===== config.mk =====
export PLATFORM = sky130hd
export DESIGN_NAME = platform_color_mapper
export DESIGN_NICKNAME = d
export VERILOG_FILES = /design/src/rtl/doodle_pkg.sv /design/src/rtl/platform_regfile.sv /design/src/rtl/platform_color_mapper.sv
export SDC_FILE = /design/constraint.sdc
export NUM_CORES = 1
export LEC_CHECK = 0
export BUFFER_PORTS_ARGS = -buffer_cell sky130_fd_sc_hd__buf_2
export CORE_ASPECT_RATIO = 1.2
export CORE_MARGIN = 5
export CORE_UTILIZATION = 50
export CTS_CLUSTER_SIZE = 30
export DETAILED_ROUTE_END_ITERATION = 8
export PLACE_DENSITY_LB_ADDON = 0.15
export SLEW_MARGIN = 20
export SYNTH_ARGS = -nofsm -noshare
export SYNTH_HDL_FRONTEND = slang
export SYNTH_SLANG_ARGS = --single-unit

===== constraint.sdc =====
create_clock -name Clk -period 3.98 [get_ports Clk]
set_input_delay 0.199 -clock Clk [delete_from_list [all_inputs] [get_ports Clk]]
set_output_delay 0.199 -clock Clk [all_outputs]
set_load 0.01 [all_outputs]

===== src/rtl/doodle_pkg.sv =====
// Shared constants, colours and hit classes for the platform colour mapper.
package doodle_pkg;

    localparam int TILE_W   = 8;
    localparam int TILE_H   = 16;
    localparam int SCREEN_H = 480;

    localparam logic [23:0] COL_PLAYER = 24'h00FFFF;
    localparam logic [23:0] COL_PLAT   = 24'hFFFF00;
    localparam logic [23:0] COL_BG     = 24'hFFFFFF;
    localparam logic [23:0] COL_BLANK  = 24'h000000;

    typedef enum logic [1:0] {
        NONE   = 2'd0,
        PLAYER = 2'd1,
        PLAT   = 2'd2
    } hit_e;

endpackage


===== src/rtl/platform_regfile.sv =====
// Per-platform shadow registers (CPU-written) and active registers (used for drawing),
// with a downward scroll applied to both at every frame_start.
module platform_regfile
    import doodle_pkg::*;
#(
    parameter int NUM_PLAT = 8,
    parameter int IDX_W    = 3
) (
    input  logic                       clk,
    input  logic                       srst,
    input  logic                       wr_en,
    input  logic [IDX_W-1:0]           wr_idx,
    input  logic [9:0]                 wr_x,
    input  logic [9:0]                 wr_y,
    input  logic                       wr_on,
    input  logic                       frame_start,
    input  logic [9:0]                 scroll_dy,
    output logic [NUM_PLAT-1:0][9:0]   act_x,
    output logic [NUM_PLAT-1:0][10:0]  act_y,
    output logic [NUM_PLAT-1:0]        act_on
);

    for (genvar gi = 0; gi < NUM_PLAT; gi++) begin : g_plat
        logic [9:0]  sh_x_q, sh_x_d, ac_x_q, ac_x_d;
        logic [10:0] sh_y_q, sh_y_d, ac_y_q, ac_y_d;
        logic        sh_on_q, sh_on_d, ac_on_q, ac_on_d;
        logic [10:0] scr_y;
        logic        scr_on;
        logic        wr_hit;

        // Out-of-range indices never match any entry, so they are dropped.
        assign wr_hit = wr_en && (int'(wr_idx) == gi);
        assign scr_y  = sh_y_q + {1'b0, scroll_dy};
        assign scr_on = sh_on_q && (scr_y < 11'(SCREEN_H));

        always_comb begin
            sh_x_d  = sh_x_q;
            sh_y_d  = sh_y_q;
            sh_on_d = sh_on_q;
            ac_x_d  = ac_x_q;
            ac_y_d  = ac_y_q;
            ac_on_d = ac_on_q;
            if (frame_start) begin
                sh_y_d  = scr_y;
                sh_on_d = scr_on;
                ac_x_d  = sh_x_q;
                ac_y_d  = scr_y;
                ac_on_d = scr_on;
            end
            // A coincident write lands unscrolled; active still takes the old entry.
            if (wr_hit) begin
                sh_x_d  = wr_x;
                sh_y_d  = {1'b0, wr_y};
                sh_on_d = wr_on;
            end
        end

        always_ff @(posedge clk) begin
            if (srst) begin
                sh_x_q  <= '0;
                sh_y_q  <= '0;
                sh_on_q <= 1'b0;
                ac_x_q  <= '0;
                ac_y_q  <= '0;
                ac_on_q <= 1'b0;
            end else begin
                sh_x_q  <= sh_x_d;
                sh_y_q  <= sh_y_d;
                sh_on_q <= sh_on_d;
                ac_x_q  <= ac_x_d;
                ac_y_q  <= ac_y_d;
                ac_on_q <= ac_on_d;
            end
        end

        assign act_x[gi]  = ac_x_q;
        assign act_y[gi]  = ac_y_q;
        assign act_on[gi] = ac_on_q;
    end

endmodule


===== src/rtl/platform_color_mapper.sv =====
// Three-stage pixel colouring: box hit tests and glyph address, synchronous font ROM,
// then colour selection. RGB for DrawX at cycle N appears at N+3.
module platform_color_mapper
    import doodle_pkg::*;
#(
    parameter int          NUM_PLAT   = 8,
    parameter int          PLAT_TILES = 10,
    parameter logic [6:0]  PLAT_GLYPH = 7'h00,
    localparam int         IDX_W      = (NUM_PLAT > 1) ? $clog2(NUM_PLAT) : 1
) (
    input  logic              Clk,
    input  logic              Reset,
    input  logic [9:0]        DrawX,
    input  logic [9:0]        DrawY,
    input  logic              pix_valid,
    input  logic              frame_start,
    input  logic [9:0]        player_x,
    input  logic [9:0]        player_y,
    input  logic [6:0]        player_glyph,
    input  logic              wr_en,
    input  logic [IDX_W-1:0]  wr_idx,
    input  logic [9:0]        wr_x,
    input  logic [9:0]        wr_y,
    input  logic              wr_on,
    input  logic [9:0]        scroll_dy,
    output logic [10:0]       rom_addr,
    input  logic [7:0]        rom_data,
    output logic [7:0]        Red,
    output logic [7:0]        Green,
    output logic [7:0]        Blue,
    output logic              rgb_valid
);

    localparam logic [10:0] PLAT_W = 11'(PLAT_TILES * TILE_W);

    logic [NUM_PLAT-1:0][9:0]  act_x;
    logic [NUM_PLAT-1:0][10:0] act_y;
    logic [NUM_PLAT-1:0]       act_on;

    platform_regfile #(
        .NUM_PLAT (NUM_PLAT),
        .IDX_W    (IDX_W)
    ) u_regfile (
        .clk         (Clk),
        .srst        (Reset),
        .wr_en       (wr_en),
        .wr_idx      (wr_idx),
        .wr_x        (wr_x),
        .wr_y        (wr_y),
        .wr_on       (wr_on),
        .frame_start (frame_start),
        .scroll_dy   (scroll_dy),
        .act_x       (act_x),
        .act_y       (act_y),
        .act_on      (act_on)
    );

    logic [10:0] px, py, plx, ply;
    logic        player_hit;
    assign px  = {1'b0, DrawX};
    assign py  = {1'b0, DrawY};
    assign plx = {1'b0, player_x};
    assign ply = {1'b0, player_y};
    assign player_hit = (px >= plx) && (px < plx + 11'(TILE_W)) &&
                        (py >= ply) && (py < ply + 11'(TILE_H));

    logic [NUM_PLAT-1:0]      plat_hit;
    logic [NUM_PLAT-1:0][3:0] plat_row;
    logic [NUM_PLAT-1:0][2:0] plat_col;

    // Row and column only need the low bits because they are used solely inside the box.
    for (genvar gi = 0; gi < NUM_PLAT; gi++) begin : g_hit
        logic [10:0] bx;
        assign bx = {1'b0, act_x[gi]};
        assign plat_hit[gi] = act_on[gi] && (px >= bx) && (px < bx + PLAT_W) &&
                              (py >= act_y[gi]) && (py < act_y[gi] + 11'(TILE_H));
        assign plat_row[gi] = DrawY[3:0] - act_y[gi][3:0];
        assign plat_col[gi] = DrawX[2:0] - act_x[gi][2:0];
    end

    hit_e        s0_hit;
    logic [3:0]  s0_row;
    logic [2:0]  s0_col;
    logic [6:0]  s0_glyph;
    logic        pix_bit;

    hit_e        hit1_q, hit1_d, hit2_q, hit2_d;
    logic [2:0]  col1_q, col1_d, col2_q, col2_d;
    logic        vld1_q, vld1_d, vld2_q, vld2_d;
    logic [10:0] rom_addr_q, rom_addr_d;
    logic [23:0] rgb_q, rgb_d;
    logic        rgb_valid_q, rgb_valid_d;

    always_comb begin
        s0_hit   = NONE;
        s0_row   = '0;
        s0_col   = '0;
        s0_glyph = PLAT_GLYPH;
        // Descending scan so the lowest-index platform wins.
        for (int i = NUM_PLAT - 1; i >= 0; i--) begin
            if (plat_hit[i]) begin
                s0_hit = PLAT;
                s0_row = plat_row[i];
                s0_col = plat_col[i];
            end
        end
        if (player_hit) begin
            s0_hit   = PLAYER;
            s0_glyph = player_glyph;
            s0_row   = DrawY[3:0] - player_y[3:0];
            s0_col   = DrawX[2:0] - player_x[2:0];
        end

        rom_addr_d = (s0_hit == NONE) ? 11'd0 : {s0_glyph, s0_row};
        hit1_d     = s0_hit;
        col1_d     = s0_col;
        vld1_d     = pix_valid;

        hit2_d     = hit1_q;
        col2_d     = col1_q;
        vld2_d     = vld1_q;

        pix_bit    = rom_data[3'd7 - col2_q];
        rgb_d      = COL_BLANK;
        if (vld2_q) begin
            if (pix_bit && hit2_q == PLAYER)
                rgb_d = COL_PLAYER;
            else if (pix_bit && hit2_q == PLAT)
                rgb_d = COL_PLAT;
            else
                rgb_d = COL_BG;
        end
        rgb_valid_d = vld2_q;
    end

    always_ff @(posedge Clk) begin
        if (Reset) begin
            hit1_q      <= NONE;
            hit2_q      <= NONE;
            col1_q      <= '0;
            col2_q      <= '0;
            vld1_q      <= 1'b0;
            vld2_q      <= 1'b0;
            rom_addr_q  <= '0;
            rgb_q       <= '0;
            rgb_valid_q <= 1'b0;
        end else begin
            hit1_q      <= hit1_d;
            hit2_q      <= hit2_d;
            col1_q      <= col1_d;
            col2_q      <= col2_d;
            vld1_q      <= vld1_d;
            vld2_q      <= vld2_d;
            rom_addr_q  <= rom_addr_d;
            rgb_q       <= rgb_d;
            rgb_valid_q <= rgb_valid_d;
        end
    end

    assign rom_addr  = rom_addr_q;
    assign Red       = rgb_q[23:16];
    assign Green     = rgb_q[15:8];
    assign Blue      = rgb_q[7:0];
    assign rgb_valid = rgb_valid_q;

endmodule


After elaboration in Yosys (flattened, before gate mapping)
Index checks and enable logic that the tools add are counted.
Storage, ports and cells
  output and inout port bits: 36
  flip-flop bits (word level): 400
  input bits: 94
  logic and storage cells: 306
Cells by class
  reduce and logical (&&, ||, !) cells: 75
  bitwise logic cells: 2
  muxes and demuxes: 63
  equal/unequal tests: 9
  add/subtract/negate cells: 45
  order comparisons: 45
Operators with widths (count)
  less-than comparator 10 x 11 -> 1 bit: 18
  two-way mux 10 bit: 16
  greater-or-equal comparator 10 bit: 10
  adder 10 x 7 -> 11 bit (second input constant): 8
  adder 11 x 10 -> 11 bit: 8
  adder 11 x 5 -> 11 bit (second input constant): 8
  greater-or-equal comparator 10 x 11 -> 1 bit: 8
  less-than comparator 11 x 9 -> 1 bit (second input constant): 8
  logical AND 1 bit: 53
  two-way mux 4 bit: 9
  subtractor 4 bit: 9
  two-way mux 3 bit: 9
  subtractor 3 bit: 9
  OR reduction 2 bit: 10
  two-way mux 2 bit: 9
  two-way mux 1 bit: 17
  two-way mux 8 bit: 2
  nonzero test 2 bit: 8
  equality test 3 bit (second input constant): 4
  adder 10 x 4 -> 11 bit (second input constant): 1
  adder 10 x 5 -> 11 bit (second input constant): 1
  equality test 3 x 2 -> 1 bit (second input constant): 2
  OR reduction 3 bit: 2
  less-than comparator 3 x 4 -> 1 bit (second input constant): 1
  8 further kinds: 9

Longest topological paths before layout
Gate-level depths: netlist (run 1).
  word-level depth: 16
  depth in mapped cells: 14
  gate-level depth less buffers: 14

By module
Synthesis (run 1) repeated with hierarchy kept, for this count alone.
Unflattened totals
  cells, all modules: 3321
  area total of the unflattened synthesis: 27407.5 µm²
Modules (own cells, without submodules)
  platform_regfile: sequential area each 7046.8 µm², instances 1, area an instance 16493.3 µm², cells each 1938
  platform_color_mapper: sequential area each 540.5 µm², instances 1, area an instance 10914.2 µm², cells each 1383

Worst setup path after synthesis (run 1)
Ideal clock, no wire load.
  kind: register -> register
  start: reg u_regfile.g_plat[6].ac_y_q[4]
  end: reg rom_addr_q[0], in the netlist rom_addr[0]
  data required time: 3860 ps
  arrival: 3023 ps
  path buffers: 1
  clock period less this slack: 3143 ps
  library setup time: 120 ps
  path slack: 837 ps
  stages on the path, launching flop included: 15
  cells stage by stage: dfxtp_1 > ha_1 > nand3_1 > xnor2_1 > ha_1 > nand2_1 > nor2_1 > a2111oi_0 > a211oi_1 > or3_1 > buf_6 > a311oi_2 > o221ai_1 > and3_1 > o31a_1
Between the ends
  word-level cells in the longest chain between the ends: 13
  elaborated cells between the ends (all ways): 23
  those cells by class: add/sub: 1; order compare: 2; mux: 16; reduce/logical: 4
Ends and longest elaborated chain
  start: declaration: line platform_regfile.sv:25  | logic [10:0] sh_y_q, sh_y_d, ac_y_q, ac_y_d;
  start signal: assignment: line platform_regfile.sv:71  | ac_y_q <= ac_y_d;
  adder 11 x 5 -> 11 bit / greater-or-equal comparator 10 x 11 -> 1 bit (equally long branches): line platform_color_mapper.sv:76  | (py >= act_y[gi]) && (py < act_y[gi] + 11'(TILE_H));
  less-than comparator 10 x 11 -> 1 bit / logical AND 1 bit (equally long branches): line platform_color_mapper.sv:76, platform_color_mapper.sv:75
  logical AND 1 bit *: line platform_color_mapper.sv:76
  two-way mux 2 bit (7 in series): line platform_color_mapper.sv:101  | if (plat_hit[i]) begin
  two-way mux 2 bit: line platform_color_mapper.sv:107  | if (player_hit) begin
  zero test 2 bit: line platform_color_mapper.sv:114  | rom_addr_d = (s0_hit == NONE) ? 11'd0 : {s0_glyph, s0_row};
  OR reduction 2 bit (no line)
  end signal: assignment: line platform_color_mapper.sv:154  | rom_addr_q <= rom_addr_d;
  end: declaration: line platform_color_mapper.sv:90  | logic [10:0] rom_addr_q, rom_addr_d;
Mark *: on every way between the ends. The rest lies on a longest branch, timed or not.
A chain may end at the register's enable or synchronous reset.

Worst setup path after layout (run 1)
  start: reg u_regfile.g_plat[6].ac_y_q[4]
  end: reg rom_addr_q[2], in the netlist rom_addr[2]
Same word-level chain as after synthesis.

==> impl_results.md, run 1 <==
- Status: finished, final reports clean
- Final critical-path required period: 3.627 ns
- WHS Path Cells: 3
- Max-slew violation total from the final report: 0
- Die area: 57,710 sq um
- DR iter-0 viols: 1,581
- Reg2Reg Depth: 13
- Share of layout cells above drive strength 1: 0.08191
- Hold crit path type: primary input to flip-flop
- Net Switching: 0.003587 W
- Final period util: 0.9114
- Yosys top cell area share: 0.2864
- Vias in the first global route: 23,230
- CP most frequent cell: ha_1
- Cell internal pwr: 0.007676 W
- Layout area overhead: 10.47%
- Ports: 130
- Logic gate share of total power: 0.258
- EDFF count, synth: 0
- Crit path max fanout: 10
- Cell Area, Synth: 26,490 sq um
- Initial antenna violation count: 2
- Clk_lat worst skew: 0.57 ns
- # hold bufs at CTS: 10
- PostCTS Resize Cnt: 0
- Yosys warns: 0
- Clk Tree Root Cell: clkbuf_16
- DRT Pass-1 Iters: 5
- Achievable Freq: 275.7 MHz
- Slew Limit Headroom: 0.2150
- CTS tree: yes
- Syn Area/Cell: 8.155 sq um
- Async SR Flop Fraction: 0
- Die height: 262.2 um
- Clock power share: 0.361
- Remaining Overflow, GRT: 0
- PortBufs: 129
- CP startpoint kind: flip-flop
- Vias/cell: 5.838
- Antenna viol nets, final: 0
- Delay-heaviest family, CP: compound AO/OA/AOI/OAI gates
- # DRC: 0
- RSZ-0062 raised after global routing: false
- Critical Path End Type: flip-flop
- Clock Skews: 0.01191 ns
- Worst Path Buf+Inv: 0
- CP cell instances: ha_1, nand3_1, xnor2_1, ha_1, nand4_1, a21oi_1, o31ai_1, a211oi_1, or3_1, nor4b_1, a41oi_1, o211a_1, o21a_1
- Worst path max stage delay: 0.56 ns
- CTS clock-pin slew for the worst setup and hold paths: 0.06 ns
- First-pass GRT wire length: 128,100 um
- Num Clock Sinks: 379
- Synth cell types: 82
- Pwr dens: 384.8 nW/um^2
- Critical path class: flip-flop to flip-flop
- Die W: 220.1 um
- Rows: 92
- Register bit total from synthesis: 379
- Hpwl dp: 61,020 um
- DR vias: 23,640
- CP max-delay cell: a211oi_1
- Stages on the worst setup path: 13
- CTS buffer count: 43
- # Post-CTS Setup Buffers: 0
- Fin nets: 3,823
- All-Layer GR Usage: 0.2808
- VDD IR max: 0.2553 mV
- CP Data Required Time: 4.45 ns
- Clk buf depth: 3
- Dominant cell type by area after synthesis: dfxtp_1
- Mapped Cells: 3,249
- GPL Wtd Cong: 0.9300
- Worst-Margin Slew: 1.175 ns
- Core Area: 52,490 sq um
- Setup violators final: 0
- Sw Share: 0.3185
- H-tree levels: 2
- Drt total wl: 82,680 um
- Sequential power share: 0.380
- Overall Power: 0.01126 W
- DR WL/cell: 20.41 um
- Initial Utilization: 0.5047
- Seq/Total Area, Yosys: 0.2864
- Top FF cell, synth: dfxtp_1
- Synth Net Count: 3,756
- Diodes inserted: 0
- Final Hold Fails: 0
- Max Cap Violations: 0
- Static leakage: 12.34 nW
- Pin count of the biggest net entering global routing: 155
- Final Core Density: 0.5576
- Flop-to-flop setup slack: 0.35 ns
- Setup TNS: 0 ns
- Worst path arrival time: 4.10 ns
- Top cells by area, synth: dfxtp_1, ha_1, a21oi_1
==> state kept, by name, summed over array words and instances, names as in the netlist, 2 cells and up <==
name,count
u_regfile.g_plat.ac_x_q,80
col2_q,3
u_regfile.g_plat.sh_x_q,80
col1_q,3
hit1_q,2
rom_addr,11
u_regfile.g_plat.ac_y_q,88
u_regfile.g_plat.sh_y_q,88
u_regfile.g_plat.ac_on_q,8
u_regfile.g_plat.sh_on_q,8
hit2_q,2
rgb_q,3
==> per-stage QoR <==
stage	std cells	cell area (sq um)	hold slack, ns	setup slack, ns
6_report	4050	29270	0.03177	0.3527
5_1_grt	4050	29270	0.01316	0.03368
4_1_cts	4050	29260	0.001241	0.3885
3_5_place_dp	3966	27740	0.4032	0.4095
3_3_place_gp	3966	27740	0.4053	0.4744
2_1_floorplan	3249	26490	0.3207	0.8370
==> worst reg2reg max path: stages (launching register included) <==
cell and delay (ns):
dfxtp_1 0.43, ha_1 0.24, nand3_1 0.10, xnor2_1 0.14, ha_1 0.32, nand4_1 0.11, a21oi_1 0.13, o31ai_1 0.09
a211oi_1 0.56, or3_1 0.42, nor4b_1 0.40, a41oi_1 0.30, o211a_1 0.18, o21a_1 0.10
==> area by class of cell <==
class	count	area [sq um]
clock buffer	62	1250
clock inverter	12	166.4
fill	4935	23220
inverter	238	895.9
multi-input combinational	2471	17330
sequential	379	7587
tap	705	882.1
timing repair buffer	183	1157
==> kinds of logic (layout without fill, tap and decap cells) <==
kind of cell             Yosys count  in the layout  synth area share
XOR/XNOR                         169            169           0.05615
AO/OA/AOI/OAI                    804            804            0.1893
AND/OR/NAND/NOR                  985            985            0.1664
multiplexers                     100            100           0.03882
buffers and inverters            399            495           0.06054
flip-flops                       379            379            0.2864
adder cells (fa/ha/maj)          413            413            0.2024
==> Yosys cell counts, types with 9 or more instances <==
library cell	number
nand2_1	445
ha_1	387
dfxtp_1	379
a21oi_1	352
nor2_1	253
inv_1	237
xnor2_1	118
clkbuf_1	110
o21ai_0	102
a211oi_1	101
mux2i_1	96
nand3_1	68
a21o_1	53
xor2_1	50
nor2b_1	39
nor3_1	37
o21a_1	30
fa_1	26
nand4_1	26
a31oi_1	24
buf_4	22
nand2b_1	22
o211ai_1	22
or3_1	21
o2111ai_1	16
buf_1	15
clkbuf_2	12
nand3b_1	12
or2_2	11
and3_1	10
o31ai_1	10
a2111oi_0	9
a211o_1	9
and2_1	9
nor4_1	9
==> power groups by stage <==
stage          clock network, W  logic [W]  registers [W]
2_1_floorplan                 0    0.00206        0.00429
3_3_place_gp                  0    0.00278        0.00435
3_5_place_dp                  0    0.00286        0.00436
4_1_cts                 0.00414    0.00289        0.00428
5_1_grt                 0.00430    0.00325        0.00431
6_report                0.00407    0.00291        0.00428
==> layer usage <==
layer,vias up,GRT usage,share of wire
met2,653,0.4752,0.46
li1,11490,-,-
met1,11330,0.3661,0.44
met3,169,0.03215,0.051
met4,0,0.1127,0.045
met5,-,0,0
==> final timing paths <==
check,start,to
hold reg to reg,hit1_q[0],hit2_q[0]
setup reg to reg,u_regfile.g_plat[6].ac_y_q[4],rom_addr[2]
hold / removal,wr_x[2],u_regfile.g_plat[0].sh_x_q[2]
setup / recovery,u_regfile.g_plat[6].ac_y_q[4],rom_addr[2]
==> placed cells by master, fill, tap and decap left out, drive strengths merged, types with 8 or more instances in the layout <==
cell | netlist | layout
a2111oi | 10 | 10
a211o | 9 | 9
a211oi | 102 | 102
a21boi | 8 | 8
a21o | 53 | 53
a21oi | 352 | 352
a31oi | 24 | 24
and2 | 9 | 9
and3 | 10 | 10
buf | 39 | 172
clkbuf | 122 | 63
dfxtp | 379 | 379
dlygate4sd3 | 0 | 10
fa | 26 | 26
ha | 387 | 387
inv | 238 | 238
mux2i | 96 | 96
nand2 | 445 | 445
nand2b | 22 | 22
nand3 | 69 | 69
nand3b | 12 | 12
nand4 | 26 | 26
nor2 | 253 | 253
nor2b | 39 | 39
nor3 | 37 | 37
nor4 | 11 | 11
o2111ai | 16 | 16
o211ai | 22 | 22
o21a | 30 | 30
o21ai | 103 | 103
o221ai | 8 | 8
o31ai | 10 | 10
or2 | 11 | 11
or3 | 21 | 21
xnor2 | 119 | 119
xor2 | 50 | 50
Power figures use the tool's default switching activity.
==> run 2: changes to the inputs <==
==> constraint.sdc (replaced) <==
create_clock -name Clk -period 3.98 [get_ports Clk]
set_input_delay 0.597 -clock Clk [delete_from_list [all_inputs] [get_ports Clk]]
set_output_delay 0.597 -clock Clk [all_outputs]
set_load 0.01 [all_outputs]
==> run 2 against run 1 <==
Sequential cell count did not move. Count of clock-buffer cells in the layout up 3. Design area grew 0.35%. Critical endpoint is now col1_q[2]. Die area stayed put. Combinational power barely moved. Register-to-register slack improved by 0.08 ns. Clock skew is 0.0068 ns higher. Largest power group unchanged. Clock power rose by 5.2%. Critical path type unchanged.
==> impl_results.md, run 2 (synthesis results as in run 1) <==
- Status: finished, final reports clean
- Max Cap Violations: 0
- Biggest regs: u_regfile.g_plat.ac_y_q x88, u_regfile.g_plat.sh_y_q x88
- RSZ-0062 raised after global routing: false
- Share of layout cells above drive strength 1: 0.08706
- Setup WS post-layout: 0.4356 ns
- CTS clock-pin slew for the worst setup and hold paths: 0.06 ns
- Final period util: 0.8905
- All-Layer GR Usage: 0.2827
- VDD IR max: 0.3594 mV
- HP Start: player_glyph[4]
- Clk buf depth: 3
- DR vias: 23,770
- Hold crit path type: primary input to flip-flop
- Critical path class: flip-flop to flip-flop
- CP Data Required Time: 4.45 ns
- Drt total wl: 83,180 um
- Num Clock Sinks: 379
- Commonest non-fill, non-tap cell in the layout: nand2_1
- CP max-delay cell: or3_1
- Final Hold Fails: 0
- DR iter-0 viols: 1,578
- Setup violators final: 0
- Die height: 262.2 um
- CTS tree: yes
- Crit path max fanout: 8
- Clk_lat worst skew: 0.57 ns
- GPL Wtd Cong: 0.8846
- Rows: 92
- PortBufs: 129
- Core Area: 52,490 sq um
- Static leakage: 12.42 nW
- DR WL/cell: 20.49 um
- Slew Limit Headroom: 0.2182
- Worst-Margin Slew: 1.170 ns
- CP Launch Point: u_regfile.g_plat[6].ac_x_q[4]
- Final critical-path required period: 3.544 ns
- DRT Pass-1 Iters: 6
- Setup WS pre-CTS: 0.2190 ns
- CP most frequent cell: o21ai_0
- CP startpoint kind: flip-flop
- Worst path max stage delay: 0.47 ns
- Clock Skews: 0.01868 ns
- Critical Path End Type: flip-flop
- Vias/cell: 5.857
- Ports: 130
- H-tree levels: 2
- Design Area, Final: 29,370 sq um
- Worst path arrival time: 4.01 ns
- Setup TNS: 0 ns
- CTS buffer count: 43
- Die W: 220.1 um
- # Post-CTS Setup Buffers: 0
- Max-slew violation total from the final report: 0
- Fillers: 4,920
- Worst Path Buf+Inv: 1
- Vias in the first global route: 23,470
- Most frequent cells in the layout: nand2_1, ha_1, dfxtp_1
- CP cell instances: ha_1, o21ai_0, xnor2_1, ha_1, o21ai_0, nor2_1, o32ai_1, o21ai_0, or3_1, buf_4, a311oi_1, o221a_2, o31ai_1, o211a_1
- PostCTS Resize Cnt: 0
- Flop-to-flop setup slack: 0.44 ns
- Pwr dens: 390.9 nW/um^2
- First-pass GRT wire length: 128,900 um
- Clk Tree Root Cell: clkbuf_16
- Delay-heaviest family, CP: compound AO/OA/AOI/OAI gates
- Hpwl dp: 61,700 um
- # hold bufs at CTS: 0
- DP Area: 27,840 sq um
- Diodes inserted: 0
- Antenna viol nets, final: 0
- Reg2Reg Launch Point: u_regfile.g_plat[6].ac_x_q[4]
- Pin count of the biggest net entering global routing: 166
- Achievable Freq: 282.1 MHz
- # DRC: 0
- Remaining Overflow, GRT: 0
- Initial antenna violation count: 0
- Die area: 57,710 sq um
- Layout area overhead: 10.86%
- Fin nets: 3,828
- Initial Utilization: 0.5047
==> run 2: worst paths after layout <==
| check | depth (start not counted) | endpoint |
|---|---|---|
| worst max-delay path | 14 | col1_q[2] |
| worst min-delay path | 2 | rom_addr[8] |
| worst max register to register | 14 | col1_q[2] |
| worst min register to register | 1 | rgb_valid_d |
==> run 2: stage by stage <==
| stage | utilization | cells | total power, W | hold slack [ns] |
|---|---|---|---|---|
| final | 0.5596 | 4059 | 0.01148 | 0.2328 |
| after global routing | 0.5596 | 4059 | 0.01207 | 0.2139 |
| after CTS | 0.5594 | 4059 | 0.01151 | 0.2033 |
| after detailed placement | 0.5303 | 3981 | 0.007232 | 0.4310 |
| after global placement | 0.5303 | 3981 | 0.007142 | 0.4204 |
| after floorplan | - | 3249 | 0.006348 | 0.4138 |
==> run 2: worst reg2reg max path: stages, from the launching register on <==
cell and delay, ns:
dfxtp_1 0.36, ha_1 0.25, o21ai_0 0.20, xnor2_1 0.17
ha_1 0.26, o21ai_0 0.16, nor2_1 0.06, o32ai_1 0.15
o21ai_0 0.27, or3_1 0.47, buf_4 0.19, a311oi_1 0.32
o221a_2 0.27, o31ai_1 0.10, o211a_1 0.23
==> run 2: layout make-up <==
cell class	count	area, sq um	share of cell area
Inverter	238	895.9	0.03050
Clock buffer	65	1321	0.04498
Multi-Input combinational cell	2471	17320	0.5898
Sequential cell	379	7587	0.2583
Clock inverter	13	203.9	0.006944
Timing Repair Buffer	188	1157	0.03940
Tap cell	705	882.1	0.03003
==> run 2: metal layers <==
metal  part of all wire  vias up  global-route usage  routed length (um)
met5                  0        -                   0                   0
met2               0.47      707              0.4871               39170
li1                   -    11530                   -                   -
met4              0.040        0              0.1025                3360
met3              0.056      176             0.03330                4647
met1               0.43    11360              0.3654               36000
==> run 2: where the power goes <==
| part | switching, W | internal, W |
|---|---|---|
| registers | 0.000225 | 0.00406 |
| logic | 0.00173 | 0.00119 |
| clock network | 0.00166 | 0.00262 |
==> run 3: changes to the inputs <==
--- a/config.mk
+++ b/config.mk
@@ -5,6 +5,7 @@
 export SDC_FILE = /design/constraint.sdc
 export NUM_CORES = 1
 export LEC_CHECK = 0
+export ABC_AREA = 1
 export BUFFER_PORTS_ARGS = -buffer_cell sky130_fd_sc_hd__buf_2
 export CORE_ASPECT_RATIO = 1.2
 export CORE_MARGIN = 5
==> run 3 against run 2 <==
Core utilization decreased by 0.16 points. Clock power increased by 2%. Critical path depth increased by 7. Non-clock buffer count decreased by 9. Worst hold slack got worse by 0.017 ns. Die area increased by 4.7%. Sequential share of layout area decreased by 1.1 points. Power increased by 5.4%. Via count increased by 9.2%. Maximum frequency increased by 16%. Synthesized cell count increased by 21%. Count of clock-buffer cells in the layout decreased by 7. Critical path type unchanged. Largest power group unchanged.
==> impl_results.md, run 3 <==
- Top FF cell, synth: dfxtp_1
- CP cell instances: inv_1, o21ai_0, nand3_1, xor2_1, ha_1, nand3b_1, nand2_1, inv_1, nand2_1, nor2_1, nand3_1, nor2_2, buf_4, a21oi_1, nand2_1, nand2_1, nand2_1, nand2_1, nand2_1, nand2_1, a21oi_1
- RSZ-0062 raised after global routing: false
- Setup violators final: 0
- All-Layer GR Usage: 0.2731
- Design Area, Final: 30,640 sq um
- Net Switching: 0.004115 W
- Setup WS pre-CTS: 0.6583 ns
- CTS clock-pin slew for the worst setup and hold paths: 0.06 ns
- Num Clock Sinks: 379
- First-pass GRT wire length: 131,800 um
- DR vias: 25,950
- Top cells by area, synth: dfxtp_1, ha_1, nand2_1
- DR WL/cell: 17.86 um
- Sw Share: 0.3400
- CP startpoint kind: flip-flop
- Hold crit path type: primary input to flip-flop
- CTS buffer count: 44
- Worst-Margin Slew: 0.8829 ns
- Clock Skews: 0.01913 ns
- CP max-delay cell: dfxtp_1
- DRT Pass-1 Iters: 7
- Fillers: 5,453
- Clk buf depth: 3
- Most frequent cell after synthesis: nand2_1
- Clock power share: 0.360
- Hpwl dp: 63,570 um
- Vias/cell: 5.459
- PostCTS Resize Cnt: 0
- Seq/Total Area, Yosys: 0.2730
- Sequential power share: 0.361
- Proportion of synthesized area in mux cells: 0.0003602
- Synth Area in Compound Gates: 0.1727
- Die area: 60,420 sq um
- Pwr dens: 395.0 nW/um^2
- Pin count of the biggest net entering global routing: 140
- Drt total wl: 84,890 um
- Adder-cell share of the synthesized area: 0.1930
- Biggest regs: u_regfile.g_plat.ac_y_q x88, u_regfile.g_plat.sh_y_q x88
- Post-Synth Simple-Gate Area: 0.2278
- # hold bufs at CTS: 0
- Initial antenna violation count: 0
- PortBufs: 129
- Rows: 94
- Clk_lat worst skew: 0.59 ns
- Worst path arrival time: 3.57 ns
- Ports: 130
- Async SR Flop Fraction: 0
- Reg2Reg Depth: 21
- Cell Area, Synth: 27,790 sq um
- Cell internal pwr: 0.007989 W
- Post-Synth XOR/XNOR Area: 0.04570
- Syn Area/Cell: 7.066 sq um
- Max-slew violation total from the final report: 0
- Setup TNS: 0 ns
- Yosys top cell area share: 0.2730
- Diodes inserted: 0
- Die W: 225.2 um
- DP Area: 29,090 sq um
- VDD IR max: 0.3661 mV
- WHS Path Cells: 3
- Commonest non-fill, non-tap cell in the layout: nand2_1
- Register bit total from synthesis: 379
- Critical path class: flip-flop to flip-flop
- Critical Path End Type: flip-flop
- Slew Limit Headroom: 0.4108
- Final period util: 0.7683
- Initial Utilization: 0.5060
- Layout area overhead: 10.26%
- Setup WS post-layout: 0.9223 ns
- # Post-CTS Setup Buffers: 0
- Synth Net Count: 4,440
- Largest family of logic cells by synthesized area: simple AND/OR/NAND/NOR gates
- Static leakage: 14.06 nW
- Vias in the first global route: 24,040
- Fin nets: 4,506
- Status: finished, final reports clean
- Core Area: 54,930 sq um
- EDFF count, synth: 0
- Logic gate share of total power: 0.279
- GPL Wtd Cong: 0.9295
- Clk Tree Root Cell: clkbuf_16
- Final critical-path required period: 3.058 ns
- Max Cap Violations: 0
- Worst path max stage delay: 0.38 ns
- Remaining Overflow, GRT: 0
- CTS tree: yes
- Share of layout cells above drive strength 1: 0.08081
- Mapped Cells: 3,933
- H-tree levels: 2
- DR iter-0 viols: 1,901
- CP most frequent cell: nand2_1
- Crit path max fanout: 12
- Final Hold Fails: 0
- Antenna viol nets, final: 0
- Synth cell types: 56
- CP Data Required Time: 4.50 ns
- # DRC: 0
- Most frequent cells in the layout: nand2_1, inv_1, a21oi_1
- Yosys warns: 0
- Achievable Freq: 327.0 MHz
- Top post-synthesis cells by count: nand2_1, inv_1, a21oi_1, ha_1, nor2_1
- Dominant cell type by area after synthesis: dfxtp_1
- Die height: 268.3 um
run 3: final timing paths:
| path | startpoint | end | slack (ns) |
|---|---|---|---|
| worst max-delay path | u_regfile.g_plat[4].ac_x_q[4] | col1_q[2] | 0.92 |
| worst min-delay path | pix_valid | vld1_q | 0.22 |
| worst max register to register | u_regfile.g_plat[4].ac_x_q[4] | col1_q[2] | 0.92 |
| worst min register to register | vld1_q | rgb_valid_d | 0.40 |
run 3: cell type report:
class                   count  area (sq um)  share of cell area
clock inverters            23         296.5            0.009677
multi-input cells        2936         17770              0.5799
inverters                 459          1735             0.05663
well taps                 720         900.9             0.02940
clock buffers              58          1255             0.04095
repair buffers            179          1099             0.03585
flip-flops and latches    379          7587              0.2476
run 3: kinds of logic (layout without fill, tap and decap cells):
| kind of cell | Yosys count | count (layout) |
|---|---|---|
| compound gates | 896 | 896 |
| xor+xnor | 145 | 145 |
| fa+ha+maj | 413 | 413 |
| buf+inv | 618 | 719 |
| flops | 379 | 379 |
| mux | 1 | 1 |
| simple gates | 1481 | 1481 |
run 3: metrics by stage:
step	utilization	hold WS [ns]	instances	total power, W
after CTS	0.5579	0.1999	4754	0.01214
after global placement	0.5297	0.3898	4673	0.007754
after global routing	0.5579	0.2148	4754	0.01282
after floorplan	-	0.3883	3933	0.006798
after detailed placement	0.5297	0.3999	4673	0.007788
final	0.5579	0.2162	4754	0.01210
run 3: critical path: cells and delay by family, from the launching register on:
family,cells,cell delay (ns)
flops,1,0.38
fa+ha+maj,1,0.32
compound gates,3,0.48
simple gates,13,1.25
buf+inv,3,0.38
xor+xnor,1,0.17
run 3: power by group through the flow:
stage,clock [W],combinational (W),sequential [W]
floorplan,0,0.00243,0.00437
global placement,0,0.00331,0.00444
detailed placement,0,0.00334,0.00445
CTS,0.00441,0.00336,0.00437
global route,0.00456,0.00385,0.00441
finish,0.00436,0.00337,0.00437
run 3: routing by layer:
metal	up-vias	wire length [um]	track usage
met5	-	0	0
met4	0	2774	0.08246
met3	134	4074	0.02731
met2	583	40270	0.4741
met1	11950	37770	0.3611
li1	13290	-	-
